==> src/rtl/apb_pkg.sv <==
// Shared types and default sizing for the APB master and its timeout counter.
package apb_pkg;

  typedef enum logic [1:0] {
    IDLE   = 2'd0,
    SETUP  = 2'd1,
    ACCESS = 2'd2,
    RESP   = 2'd3
  } apb_state_e;

  localparam int APB_ADDR_W  = 8;
  localparam int APB_DATA_W  = 32;
  localparam int APB_TIMEOUT = 16;

endpackage

==> src/rtl/apb_timeout_counter.sv <==
// Counts ACCESS cycles; expired_o flags the cycle that is the TIMEOUT-th wait cycle.
module apb_timeout_counter import apb_pkg::*; #(
  parameter int TIMEOUT = APB_TIMEOUT
) (
  input  logic clk_i,
  input  logic rst_i,
  input  logic clear_i,
  input  logic enable_i,
  output logic expired_o
);

  localparam logic [7:0] LIMIT = 8'(TIMEOUT - 1);

  logic [7:0] count_q;

  assign expired_o = (count_q == LIMIT);

  // Wait-cycle count, saturating at the limit so expired_o stays asserted.
  always_ff @(posedge clk_i or posedge rst_i) begin
    if (rst_i) begin
      count_q <= 8'd0;
    end else if (clear_i) begin
      count_q <= 8'd0;
    end else if (enable_i && !expired_o) begin
      count_q <= count_q + 8'd1;
    end else begin
      count_q <= count_q;
    end
  end

endmodule

==> src/rtl/apb_master.sv <==
// Single-outstanding APB master: command in, SETUP/ACCESS transfer, held response out.
module apb_master import apb_pkg::*; #(
  parameter int ADDR_W  = APB_ADDR_W,
  parameter int DATA_W  = APB_DATA_W,
  parameter int TIMEOUT = APB_TIMEOUT
) (
  input  logic              pclk_i,
  input  logic              preset_i,
  input  logic              cmd_valid_i,
  output logic              cmd_ready_o,
  input  logic              cmd_write_i,
  input  logic [ADDR_W-1:0] cmd_addr_i,
  input  logic [DATA_W-1:0] cmd_wdata_i,
  output logic              rsp_valid_o,
  input  logic              rsp_ready_i,
  output logic [DATA_W-1:0] rsp_rdata_o,
  output logic              rsp_err_o,
  output logic              rsp_timeout_o,
  output logic              psel_o,
  output logic              penable_o,
  output logic              pwrite_o,
  output logic [ADDR_W-1:0] paddr_o,
  output logic [DATA_W-1:0] pwdata_o,
  input  logic [DATA_W-1:0] prdata_i,
  input  logic              pready_i,
  input  logic              pslverr_i
);

  apb_state_e        state_q, state_d;
  logic              cmd_ready_q, cmd_ready_d;
  logic              psel_q, psel_d, penable_q, penable_d, pwrite_q, pwrite_d;
  logic [ADDR_W-1:0] paddr_q, paddr_d;
  logic [DATA_W-1:0] pwdata_q, pwdata_d;
  logic              rsp_valid_q, rsp_valid_d, rsp_err_q, rsp_err_d;
  logic              rsp_timeout_q, rsp_timeout_d;
  logic [DATA_W-1:0] rsp_rdata_q, rsp_rdata_d;
  logic              accept_s, expired_s;

  // cmd_ready_q is only ever set while the FSM sits in IDLE.
  assign accept_s = cmd_valid_i & cmd_ready_q;

  apb_timeout_counter #(.TIMEOUT(TIMEOUT)) u_timeout (
    .clk_i     (pclk_i),
    .rst_i     (preset_i),
    .clear_i   (state_q != ACCESS),
    .enable_i  (state_q == ACCESS),
    .expired_o (expired_s)
  );

  // Next state and next values of every registered output.
  always_comb begin
    state_d       = state_q;
    cmd_ready_d   = 1'b0;
    psel_d        = 1'b0;
    penable_d     = 1'b0;
    pwrite_d      = pwrite_q;
    paddr_d       = paddr_q;
    pwdata_d      = pwdata_q;
    rsp_valid_d   = rsp_valid_q;
    rsp_rdata_d   = rsp_rdata_q;
    rsp_err_d     = rsp_err_q;
    rsp_timeout_d = rsp_timeout_q;
    case (state_q)
      IDLE: begin
        if (accept_s) begin
          state_d  = SETUP;
          psel_d   = 1'b1;
          pwrite_d = cmd_write_i;
          paddr_d  = cmd_addr_i;
          pwdata_d = cmd_write_i ? cmd_wdata_i : {DATA_W{1'b0}};
        end else begin
          cmd_ready_d = 1'b1;
          pwrite_d    = 1'b0;
          paddr_d     = {ADDR_W{1'b0}};
          pwdata_d    = {DATA_W{1'b0}};
        end
      end
      SETUP: begin
        state_d   = ACCESS;
        psel_d    = 1'b1;
        penable_d = 1'b1;
      end
      ACCESS: begin
        if (pready_i || expired_s) begin
          // pready_i wins over a timeout landing in the same cycle.
          state_d       = RESP;
          rsp_valid_d   = 1'b1;
          rsp_rdata_d   = (pready_i && !pwrite_q) ? prdata_i : {DATA_W{1'b0}};
          rsp_err_d     = pready_i ? pslverr_i : 1'b1;
          rsp_timeout_d = !pready_i;
          pwrite_d      = 1'b0;
          paddr_d       = {ADDR_W{1'b0}};
          pwdata_d      = {DATA_W{1'b0}};
        end else begin
          psel_d    = 1'b1;
          penable_d = 1'b1;
        end
      end
      RESP: begin
        if (rsp_ready_i) begin
          state_d       = IDLE;
          cmd_ready_d   = 1'b1;
          rsp_valid_d   = 1'b0;
          rsp_rdata_d   = {DATA_W{1'b0}};
          rsp_err_d     = 1'b0;
          rsp_timeout_d = 1'b0;
        end else begin
          state_d = RESP;
        end
      end
      default: begin
        state_d       = IDLE;
        pwrite_d      = 1'b0;
        paddr_d       = {ADDR_W{1'b0}};
        pwdata_d      = {DATA_W{1'b0}};
        rsp_valid_d   = 1'b0;
        rsp_rdata_d   = {DATA_W{1'b0}};
        rsp_err_d     = 1'b0;
        rsp_timeout_d = 1'b0;
      end
    endcase
  end

  // State and output registers; reset drops every output at once.
  always_ff @(posedge pclk_i or posedge preset_i) begin
    if (preset_i) begin
      state_q       <= IDLE;
      cmd_ready_q   <= 1'b0;
      psel_q        <= 1'b0;
      penable_q     <= 1'b0;
      pwrite_q      <= 1'b0;
      paddr_q       <= {ADDR_W{1'b0}};
      pwdata_q      <= {DATA_W{1'b0}};
      rsp_valid_q   <= 1'b0;
      rsp_rdata_q   <= {DATA_W{1'b0}};
      rsp_err_q     <= 1'b0;
      rsp_timeout_q <= 1'b0;
    end else begin
      state_q       <= state_d;
      cmd_ready_q   <= cmd_ready_d;
      psel_q        <= psel_d;
      penable_q     <= penable_d;
      pwrite_q      <= pwrite_d;
      paddr_q       <= paddr_d;
      pwdata_q      <= pwdata_d;
      rsp_valid_q   <= rsp_valid_d;
      rsp_rdata_q   <= rsp_rdata_d;
      rsp_err_q     <= rsp_err_d;
      rsp_timeout_q <= rsp_timeout_d;
    end
  end

  assign cmd_ready_o   = cmd_ready_q;
  assign psel_o        = psel_q;
  assign penable_o     = penable_q;
  assign pwrite_o      = pwrite_q;
  assign paddr_o       = paddr_q;
  assign pwdata_o      = pwdata_q;
  assign rsp_valid_o   = rsp_valid_q;
  assign rsp_rdata_o   = rsp_rdata_q;
  assign rsp_err_o     = rsp_err_q;
  assign rsp_timeout_o = rsp_timeout_q;

endmodule
==> config.mk <==
export PLATFORM = sky130hd
export DESIGN_NAME = apb_master
export DESIGN_NICKNAME = d
export VERILOG_FILES = /design/src/rtl/apb_pkg.sv /design/src/rtl/apb_timeout_counter.sv /design/src/rtl/apb_master.sv
export SDC_FILE = /design/constraint.sdc
export NUM_CORES = 1
export LEC_CHECK = 0
export ABC_AREA = 0
export BUFFER_PORTS_ARGS = -buffer_cell sky130_fd_sc_hd__buf_2
export CAP_MARGIN = 20
export CORE_MARGIN = 2
export CORE_UTILIZATION = 35
export CTS_CLUSTER_SIZE = 14
export DETAILED_ROUTE_END_ITERATION = 8
export HOLD_SLACK_MARGIN = 0.1
export MAX_ROUTING_LAYER = met4
export PLACE_DENSITY_LB_ADDON = 0.25
export SLEW_MARGIN = 20
export SYNTH_ARGS = -nofsm -noshare
export SYNTH_HDL_FRONTEND = slang
export SYNTH_SLANG_ARGS = --single-unit
==> constraint.sdc <==
create_clock -name pclk_i -period 3.69 [get_ports pclk_i]
set_clock_uncertainty 0.15 [all_clocks]
set_input_delay 0.738 -clock pclk_i [delete_from_list [all_inputs] [get_ports pclk_i]]
set_output_delay 0.738 -clock pclk_i [all_outputs]
set_load 0.05 [all_outputs]
==> results by group, run 1 <==
Status
  – Outcome: complete, no violations

Clock tree
  – CTS tree: done
  – Inserted Clock Buffers: 9
  – CTS sink cnt: 89
  – CTS clk-pin slew, worst paths: 0.06 ns
  – Resized cells post-CTS: 0
  – H-tree levels: 3
  – Worst skew pair latency: 0.34 ns
  – Clock Tree Root: clkbuf_16
  – Hold_buf cts: 0
  – Bufs on Longest Clock Path: 2
  – Setup Buffers After CTS: 0

Logic synthesis
  – Post-synth top area cell: dfrtp_1
  – Main flop type after synthesis: dfrtp_1
  – Synthesized Nets: about 520
  – Top cell type's share of synthesized area: 48.4%
  – Cell Area, Synth: 0.00460 sq mm
  – Cell variety after synth: 48
  – Yosys warns: 0
  – Synth area leaders: dfrtp_1 (48%), o21ai_2 (11%), inv_1 (6.4%)
  – Ys async rst share: 100%
  – Avg Synthesized Cell Area: 10.6 sq um
  – Seq/Total Area, Yosys: 48.4%
  – Synthesized instance count: approximately 430
  – Post-synthesis register bit count: a little under 90
  – Number of synthesized flops with an enable pin: 0

Pwr
  – P_int: 2.16 mW
  – Clock power share: around a fifth
  – NetSw: 1.95 mW
  – Leak: approximately 2.7 nW
  – Total power per unit cell area: 731 mW/mm^2
  – VDD IR max: 307 uV
  – Comb power frac: 47.1%
  – Switching share of power: 47.4%
  – Part of the power in registers: 33.0%

Layout
  – Layout cells sized above 1: 41.7%
  – Filler cells: 1,264
  – Synthesis-to-finish area growth: 22.2%
  – Post-route cell area: 0.00563 sq mm
  – Commonest non-fill, non-tap cells in the layout: buf_2 (157), dfrtp_1 (89), inv_1 (78), o21ai_2 (60), a22oi_1 (34)
  – Commonest non-fill, non-tap cell in the layout: buf_2
  – Cell Count, Final, Fillers Out: 753
  – Final #Nets: ~660
  – Antenna Cells: 0

Global route
  – Grt ovf: 0
  – Number of global-route vias before repair: 3,631
  – Initial antenna violation count: 0
  – Largest net degree at the start of global routing: 50
  – First-pass GRT wire length: 18,800 microns
  – GRT Overall Usage: 17.0%

STA
  – Period utilization: 72.0%
  – Fmax: 0.376 GHz
  – Final hold viol count: 0
  – Max Transition Viols Final: 0
  – Tmin final: 2.66 ns
  – Worst slew pin tran: 1.04 ns
  – Slew HR: between 20% and 30%
  – TNS Setup: 0 ns
  – RSZ-0062 raised after global routing: false
  – Final Setup Violations: 0

Floorplanning
  – Area of the core: 0.0127 sq mm
  – Num rows: 41
  – Die height: roughly 120 microns
  – Initial Utilization: 36.2%
  – DIE AREA: 0.0141 sq mm
  – Die X: 119 microns
  – # IOs: 158

Drt
  – Routed WL per cell: 15.3 microns
  – DR vias: 3,790
  – Vias per inst: 5.03
  – Initial drt markers: 222
  – DR DRC count: 0
  – WL final: around 12,000 microns
  – Final ANT Viol Nets: 0
  – TritonRoute pass-1 iters: 4

Setup path
  – Crit path buf inv count: 2
  – Internal reg-to-reg setup slack: between 1 and 1.5 ns
  – Element type at the critical path end: flop
  – CP max-delay cell: nor2_2
  – Crit-path cells: inv_1 -> ha_1 -> buf_4 -> nor2_2 -> a22oi_1 -> o21ai_2
  – Slowest cell delay on critical path: slightly above 0.8 ns
  – CP Max Fanout: 25
  – CP startpoint kind: flop
  – Arrival @ worst endpoint: roughly 2.8 ns
  – CP top delay family: simple AND/OR/NAND/NOR gates
  – Worst EP required: 3.81 ns
  – Critical Setup Path Class: flop to flop

Placed design
  – Post-DP HPWL: 7830 microns
  – Port bufs: 157
  – Placer Congestion: roughly 0.79
  – Placement Cell Area: 0.00537 sq mm
  – Placed cell count: 737

Job
  – Max-cap violations: 0

Worst hold path
  – Hold/Removal Path Class: input port to asynchronous set/reset pin
## path summary, 6_finish.rpt
kind                                  start            to  cells past startpoint
worst max register to register   state_q[0]      pwrite_o                      6
max in group asynchronous          preset_i   pwdata_o[9]                      3
min in group pclk_i             pwdata_o[8]   pwdata_o[8]                      2
worst min-delay path               preset_i  pwdata_o[21]                      2
worst max-delay path             state_q[0]      pwrite_o                      6
worst min register to register  pwdata_o[8]   pwdata_o[8]                      2
## flip-flops by register name, summed over array words and instances, names as in the netlist
register           flops
cmd_ready_o            1
u_timeout.count_q      8
penable_o              1
rsp_valid_o            1
paddr_o                8
rsp_err_o              1
pwdata_o              32
rsp_rdata_o           32
psel_o                 1
state_q                2
rsp_timeout_o          1
pwrite_o               1
## through the flow
step / util (%) / setup WS, ns / hold slack (ns) / total power, mW
2_1_floorplan: - / 0.495 / 0.349 / 2.93
3_3_place_gp: 42.2 / 1.13 / 0.344 / 3.29
3_5_place_dp: 42.2 / 1.06 / 0.351 / 3.32
4_1_cts: 44.2 / 1.06 / 0.269 / 4.16
5_1_grt: 44.2 / 0.781 / 0.283 / 4.37
6_report: 44.2 / 1.03 / 0.258 / 4.11
## routing by layer
layer | vias up | track usage (%) | part of all wire [%]
li1 | 1818 | - | -
met1 | 1829 | 23.1 | 47
met2 | 127 | 24.6 | 45
met3 | 16 | 4.20 | 6.4
met4 | 0 | 6.40 | 1.9
met5 | - | - | 0
## layout make-up
class / instances / area [sq um] / area share (%)
clock buffer: 16 / 251 / 4.47
inverter: 79 / 299 / 5.32
multi-input combinational: 232 / 1790 / 31.8
sequential: 89 / 2230 / 39.6
tap: 172 / 215 / 3.83
timing repair buffer: 165 / 846 / 15.0
## worst reg2reg max path: stages (launching register included)
cell and delay [ns]:
dfrtp_1 0.42, inv_1 0.13, ha_1 0.47, buf_4 0.30, nor2_2 0.81, a22oi_1 0.20
o21ai_2 0.11
## power by group through the flow
stage | logic [mW] | clock network (mW) | registers (mW)
floorplan | 0.910 | 0 | 2.02
global route | 2.09 | 0.888 | 1.39
finish | 1.94 | 0.816 | 1.36
detailed placement | 1.95 | 0 | 1.37
CTS | 1.95 | 0.847 | 1.36
global placement | 1.92 | 0 | 1.36
## cell usage after synthesis, drive strengths merged (4+ instances only)
cell / count
nand3: 4
a31oi: 12
dlymetal6s2s: 4
a22oi: 34
a32oi: 23
nand2: 6
nor3b: 16
dfrtp: 89
ha: 7
a21oi: 16
inv: 79
clkbuf: 9
buf: 20
o21ai: 79
## cells by family (layout without fill, tap and decap cells)
group,Yosys count,count (layout),synth area share (%)
muxes,1,1,0.218
DFF,89,89,48.4
buffers and inverters,112,260,13.4
and+or+nand+nor,47,47,6.72
adders and majority gates,7,7,1.90
AOI/OAI and AO/OA,177,177,29.3
(Power assumes the default switching activity.)
==> run 2, diff against run 1 <==
Clock period 3.69 ns to 2.5 ns, I/O delays scaled along.
==> results by group, run 2 (synthesis gave the netlist of run 1 again) <==
Status
  – Outcome: complete, no violations (unchanged)

Setup path
  – Worst EP required: 2.56 ns (was 3.81 ns)
  – Critical Setup Path Class: flop to flop (unchanged)
  – CP Max Fanout: 16 (was 25)
  – Element type at the critical path end: flop (unchanged)
  – Crit-path cells: or4_1 -> o21ai_4 -> buf_4 -> o21ai_0 (was inv_1 -> ha_1 -> buf_4 -> nor2_2 -> a22oi_1 -> o21ai_2)
  – Arrival @ worst endpoint: 2.27 ns (was 2.78 ns)
  – CP top delay family: simple AND/OR/NAND/NOR gates (unchanged)
  – Crit path buf inv count: 1 (was 2)
  – Slowest cell delay on critical path: 0.71 ns (was 0.81 ns)
  – CP max-delay cell: or4_1 (was nor2_2)
  – CP startpoint kind: flop (unchanged)

Pwr
  – Total chip power: 6.40 mW (was 4.11 mW)
  – Leak: 2.76 nW (was 2.67 nW)
  – Clock power share: 22.8% (was 19.8%)
  – VDD IR max: 497 uV (was 307 uV)
  – Total power per unit cell area: 1100 mW/mm^2 (was 731 mW/mm^2)
  – Part of the power in registers: 31.5% (was 33.0%)
  – Comb power frac: 45.7% (was 47.1%)
  – NetSw: 2.92 mW (was 1.95 mW)
  – P_int: 3.48 mW (was 2.16 mW)
  – Switching share of power: 45.6% (was 47.4%)

Drt
  – Final ANT Viol Nets: 0 (unchanged)
  – TritonRoute pass-1 iters: 4 (unchanged)
  – Met1 wire length: 5220 microns (was 5380 microns)
  – Routed WL per cell: 15.0 microns (was 15.3 microns)
  – Vias per inst: 5.02 (was 5.03)
  – WL final: 11,400 microns (was 11,500 microns)
  – Met3 routed wirelength: 747 microns (was 744 microns)
  – Routed wl met2: 5190 microns (was 5210 microns)
  – DR DRC count: 0 (unchanged)
  – Initial drt markers: 201 (was 222)
  – Highest Signal Layer: met4 (unchanged)
  – DR vias: 3,808 (was 3,790)

Global route
  – Largest net degree at the start of global routing: 48 (was 50)
  – First-pass GRT wire length: 18,600 microns (was 18,800 microns)
  – Initial antenna violation count: 0 (unchanged)
  – GRT Overall Usage: 16.9% (was 17.0%)
  – Grt ovf: 0 (unchanged)
  – Number of global-route vias before repair: 3,703 (was 3,631)

Job
  – Max-cap violations: 0 (unchanged)

STA
  – Worst slew pin tran: 0.679 ns (was 1.04 ns)
  – Tmin final: 2.20 ns (was 2.66 ns)
  – RSZ-0062 raised after global routing: false (unchanged)
  – Slew HR: 54.7% (was 29.4%)
  – Max Transition Viols Final: 0 (unchanged)
  – Final Setup Violations: 0 (unchanged)
  – Hold WS: 0.229 ns (was 0.258 ns)
  – Final WS setup: 0.299 ns (was 1.03 ns)
  – Period utilization: 88.0% (was 72.0%)
  – TNS Setup: 0 ns (unchanged)
  – Fmax: 0.454 GHz (was 0.376 GHz)
  – Final hold viol count: 0 (unchanged)

Clock tree
  – CTS sink cnt: 89 (unchanged)
  – Worst skew pair latency: 0.34 ns (about the same)
  – CTS tree: done (unchanged)
  – Hold_buf cts: 1 (was 0)
  – Clock Tree Root: clkbuf_16 (unchanged)
  – H-tree levels: 3 (unchanged)
  – Bufs on Longest Clock Path: 2 (unchanged)
  – Inserted Clock Buffers: 9 (unchanged)
  – Resized cells post-CTS: 0 (unchanged)
  – Setup Buffers After CTS: 0 (unchanged)
  – CTS clk-pin slew, worst paths: 0.07 ns (was 0.06 ns)

Floorplanning
  – Initial Utilization: 36.2% (unchanged)
  – Area of the core: 0.0127 sq mm (unchanged)
  – DIE AREA: 0.0141 sq mm (unchanged)
  – Die X: 119 microns (unchanged)
  – Die height: 119 microns (unchanged)
  – # IOs: 158 (unchanged)
  – Num rows: 41 (unchanged)

Placed design
  – Placed cell count: 742 (was 737)
  – Post-DP HPWL: 7820 microns (was 7830 microns)
  – Port bufs: 157 (unchanged)
  – DP Worst Slack: 0.315 ns (was 1.06 ns)
  – Placer Congestion: 0.772 (was 0.788)

Layout
  – Synthesis-to-finish area growth: 25.9% (was 22.2%)
  – Layout cells sized above 1: 43.1% (was 41.7%)
  – Final #Nets: 668 (was 662)
  – Cell Count, Final, Fillers Out: 759 (was 753)
  – Commonest non-fill, non-tap cells in the layout: buf_2 (157), dfrtp_1 (89), inv_1 (78), o21ai_2 (60), a22oi_1 (34) (unchanged)
  – Commonest non-fill, non-tap cell in the layout: buf_2 (unchanged)
  – Antenna Cells: 0 (unchanged)

Worst hold path
  – Hold/Removal Path Class: input port to flop (was input port to asynchronous set/reset pin)
-- run 2: stage by stage --
stage               area [sq um]  utilization [%]
finish                      5790             45.5
global route                5790             45.5
CTS                         5790             45.5
detailed placement          5460             42.9
global placement            5460             42.9
floorplan                   4610                -
-- run 2: final timing paths --
path	startpoint	end	cells past startpoint	slack (ns)
min in group asynchronous	preset_i	rsp_rdata_o[25]	3	0.59
worst max-delay path	u_timeout.count_q[4]	pwdata_o[18]	4	0.30
worst min register to register	pwdata_o[8]	pwdata_o[8]	2	0.37
max in group asynchronous	preset_i	pwdata_o[22]	4	0.95
worst max register to register	u_timeout.count_q[4]	pwdata_o[18]	4	0.30
worst min-delay path	cmd_addr_i[0]	paddr_o[0]	3	0.23
-- run 2: cell type report --
type	instances	area [sq um]
Clock buffer	11	243
Clock inverter	5	78.8
Fill cell	1229	6930
Inverter	79	300
Multi-Input combinational cell	232	1790
Sequential cell	89	2230
Tap cell	172	215
Timing Repair Buffer	171	943
-- run 2: power by group through the flow --
stage	registers (mW)	clock network, mW	logic, mW
final	2.02	1.46	2.92
after global routing	2.06	1.57	3.14
after CTS	2.02	1.51	2.96
after detailed placement	2.03	0	2.96
after global placement	2.02	0	2.91
after floorplan	2.98	0	1.34
-- run 2: routing by layer --
layer,vias to the layer above,track usage [%]
met3,17,6.03
li1,1831,-
met2,129,24.4
met4,0,5.80
met5,-,-
met1,1831,22.1
-- run 2: worst min-delay path: stages --
cell and delay [ns]:
buf_2 0.08, a21oi_1 0.06, o21ai_2 0.05
==> run 3, diff against run 2 <==
Settings changed: CORE_UTILIZATION 35 to 51.
==> results by group, run 3 (synthesis gave the netlist of run 1 again) <==
Status
  – Outcome: complete, no violations (unchanged)

Layout
  – Synthesis-to-finish area growth: 20.7% (was 25.9%)
  – Layout cells sized above 1: 42.8% (was 43.1%)
  – Antenna Cells: 0 (unchanged)
  – Commonest non-fill, non-tap cell in the layout: buf_2 (unchanged)
  – Final #Nets: 666 (was 668)
  – Utilization after layout: 63.7% (was 45.5%)
  – Footprint of the multi-input gates: 0.00178 sq mm (was 0.00179 sq mm)
  – Commonest non-fill, non-tap cells in the layout: buf_2 (157), dfrtp_1 (89), inv_1 (78), o21ai_2 (60), a22oi_1 (34) (unchanged)
  – Filler cells: 724 (was 1,229)
  – FF/Latch Area: 0.00223 sq mm (unchanged)

Drt
  – Vias per inst: 5.48 (was 5.02)
  – DR DRC count: 0 (unchanged)
  – Initial drt markers: 215 (was 201)
  – DR vias: 3,793 (was 3,808)
  – Final ANT Viol Nets: 0 (unchanged)
  – TritonRoute pass-1 iters: 4 (unchanged)
  – Routed WL per cell: 15.4 microns (was 15.0 microns)
  – WL final: 10,700 microns (was 11,400 microns)

Global route
  – GRT Overall Usage: 23.2% (was 16.9%)
  – Grt met2 use: 37.7% (was 24.4%)
  – Met1 usage in global routing: 29.2% (was 22.1%)
  – Grt ovf: 0 (unchanged)
  – Initial antenna violation count: 0 (unchanged)
  – First-pass GRT wire length: 18,000 microns (was 18,600 microns)
  – Met3 Use GR: 4.75% (was 6.03%)
  – Largest net degree at the start of global routing: 56 (was 48)
  – Number of global-route vias before repair: 3,876 (was 3,703)
  – Grt peak-use layer: met2 (unchanged)

STA
  – Final Setup Violations: 0 (unchanged)
  – Max Transition Viols Final: 0 (unchanged)
  – Worst slew pin tran: 0.689 ns (was 0.679 ns)
  – RSZ-0062 raised after global routing: false (unchanged)
  – Fmax: 0.445 GHz (was 0.454 GHz)
  – Final hold viol count: 0 (unchanged)
  – TNS Setup: 0 ns (unchanged)
  – Period utilization: 89.9% (was 88.0%)
  – Slew HR: 54.0% (was 54.7%)
  – Tmin final: 2.25 ns (was 2.20 ns)
  – Hold WS: 0.131 ns (was 0.229 ns)

Placed design
  – Port bufs: 157 (unchanged)
  – Placer Congestion: 0.811 (was 0.772)
  – Post-DP HPWL: 7430 microns (was 7820 microns)

Pwr
  – Comb power frac: 49.4% (was 45.7%)
  – Switching share of power: 47.9% (was 45.6%)
  – Clock power share: 16.7% (was 22.8%)
  – Part of the power in registers: 33.9% (was 31.5%)
  – Total chip power: 5.90 mW (was 6.40 mW)
  – Leak: 2.69 nW (was 2.76 nW)
  – P_int: 3.08 mW (was 3.48 mW)
  – Total power per unit cell area: 1060 mW/mm^2 (was 1100 mW/mm^2)
  – VDD IR max: 508 uV (was 497 uV)
  – NetSw: 2.82 mW (was 2.92 mW)

Setup path
  – Worst EP required: 2.53 ns (was 2.56 ns)
  – Element type at the critical path end: flop (unchanged)
  – CP Max Fanout: 12 (was 16)
  – Crit path depth: 5 (was 4)
  – CP startpoint kind: flop (unchanged)
  – CP top delay family: compound AO/OA/AOI/OAI gates (was simple AND/OR/NAND/NOR gates)
  – Slowest cell delay on critical path: 0.46 ns (was 0.71 ns)
  – Worst r2r src: state_q[0] (was u_timeout.count_q[4])
  – CP max-delay cell: ha_1 (was or4_1)
  – FF-to-FF End: rsp_err_o (was pwdata_o[18])
  – Arrival @ worst endpoint: 2.28 ns (was 2.27 ns)
  – Critical Setup Path Class: flop to flop (unchanged)
  – Crit path buf inv count: 1 (unchanged)
  – Crit-path cells: inv_1 -> ha_1 -> and2b_2 -> a21boi_1 -> o311ai_0 (was or4_1 -> o21ai_4 -> buf_4 -> o21ai_0)
  – Worst Reg-to-Reg Cells: 5 (was 4)
  – Internal reg-to-reg setup slack: 0.25 ns (was 0.30 ns)

Clock tree
  – Worst skew pair latency: 0.34 ns (about the same)
  – H-tree levels: 3 (unchanged)
  – CTS tree: done (unchanged)
  – Bufs on Longest Clock Path: 2 (unchanged)
  – CTS sink cnt: 89 (unchanged)
  – Inserted Clock Buffers: 9 (unchanged)
  – CTS clk-pin slew, worst paths: 0.09 ns (was 0.07 ns)
  – Clock Tree Root: clkbuf_8 (was clkbuf_16)
  – Setup Buffers After CTS: 0 (unchanged)

Worst hold path
  – Hold/Removal Path Class: input port to asynchronous set/reset pin (was input port to flop)

Job
  – Max-cap violations: 0 (unchanged)

Floorplanning
  – # IOs: 158 (unchanged)
  – Num rows: 34 (was 41)
  – Die X: 99.0 microns (was 119 microns)
  – DIE AREA: 0.00980 sq mm (was 0.0141 sq mm)
  – Initial Utilization: 52.8% (was 36.2%)
  – Die height: 99.0 microns (was 119 microns)
  – Area of the core: 0.00872 sq mm (was 0.0127 sq mm)
run 3: cell count changes in the layout (fill, tap and decap cells not counted), sizes merged:
cell and delta:
dlygate4sd3 -1, clkinv -1, buf -1, clkbuf +1
bufinv -1
run 3: worst max-delay path by stage:
stage,to,from
final,rsp_err_o,state_q[0]
after global routing,rsp_rdata_o[15],state_q[0]
after CTS,rsp_err_o,state_q[0]
after detailed placement,rsp_err_o,state_q[0]
after global placement,rsp_err_o,state_q[0]
after floorplan,pwrite_o,u_timeout.count_q[4]
run 3: repair_timing:
| action | CTS | global route |
|---|---|---|
| hold buffers | 0 | 0 |
| resized for setup | 0 | 1 |
| endpoints found under the setup margin | 0 | 1 |
run 3: power groups by stage:
stage               Combinational [mW]  Sequential (mW)  Clock, mW
finish                            2.91             2.00      0.983
global route                      3.14             2.05       1.08
CTS                               2.94             2.00       1.01
detailed placement                2.94             2.03          0
global placement                  2.88             2.01          0
floorplan                         1.34             2.98          0
run 3: layer usage:
metal  vias up  share of wire [%]
li1       1816                  -
met1      1873                 43
met2       100                 51
met3         4                5.3
met4         0               0.61
met5         -                  0
run 3: final cells by class:
class / instances / area share, %
clock inverter: 3 / 0.721
clock buffer: 12 / 2.79
inverter: 79 / 5.41
multi-input combinational: 232 / 32.1
timing repair buffer: 169 / 16.4
tap: 108 / 2.43
sequential: 89 / 40.1
run 3: worst min-delay path, stage by stage:
cell and delay (ns):
buf_2 0.11, clkinvlp_4 0.06, buf_4 0.39
run 3: through the flow:
step,instance area [sq um],worst slack [ns],instances
final,5560,0.252,692
after global routing,5560,0.0461,692
after CTS,5560,0.0398,692
after detailed placement,5360,0.0693,677
after global placement,5360,0.292,677
after floorplan,4610,0.621,433
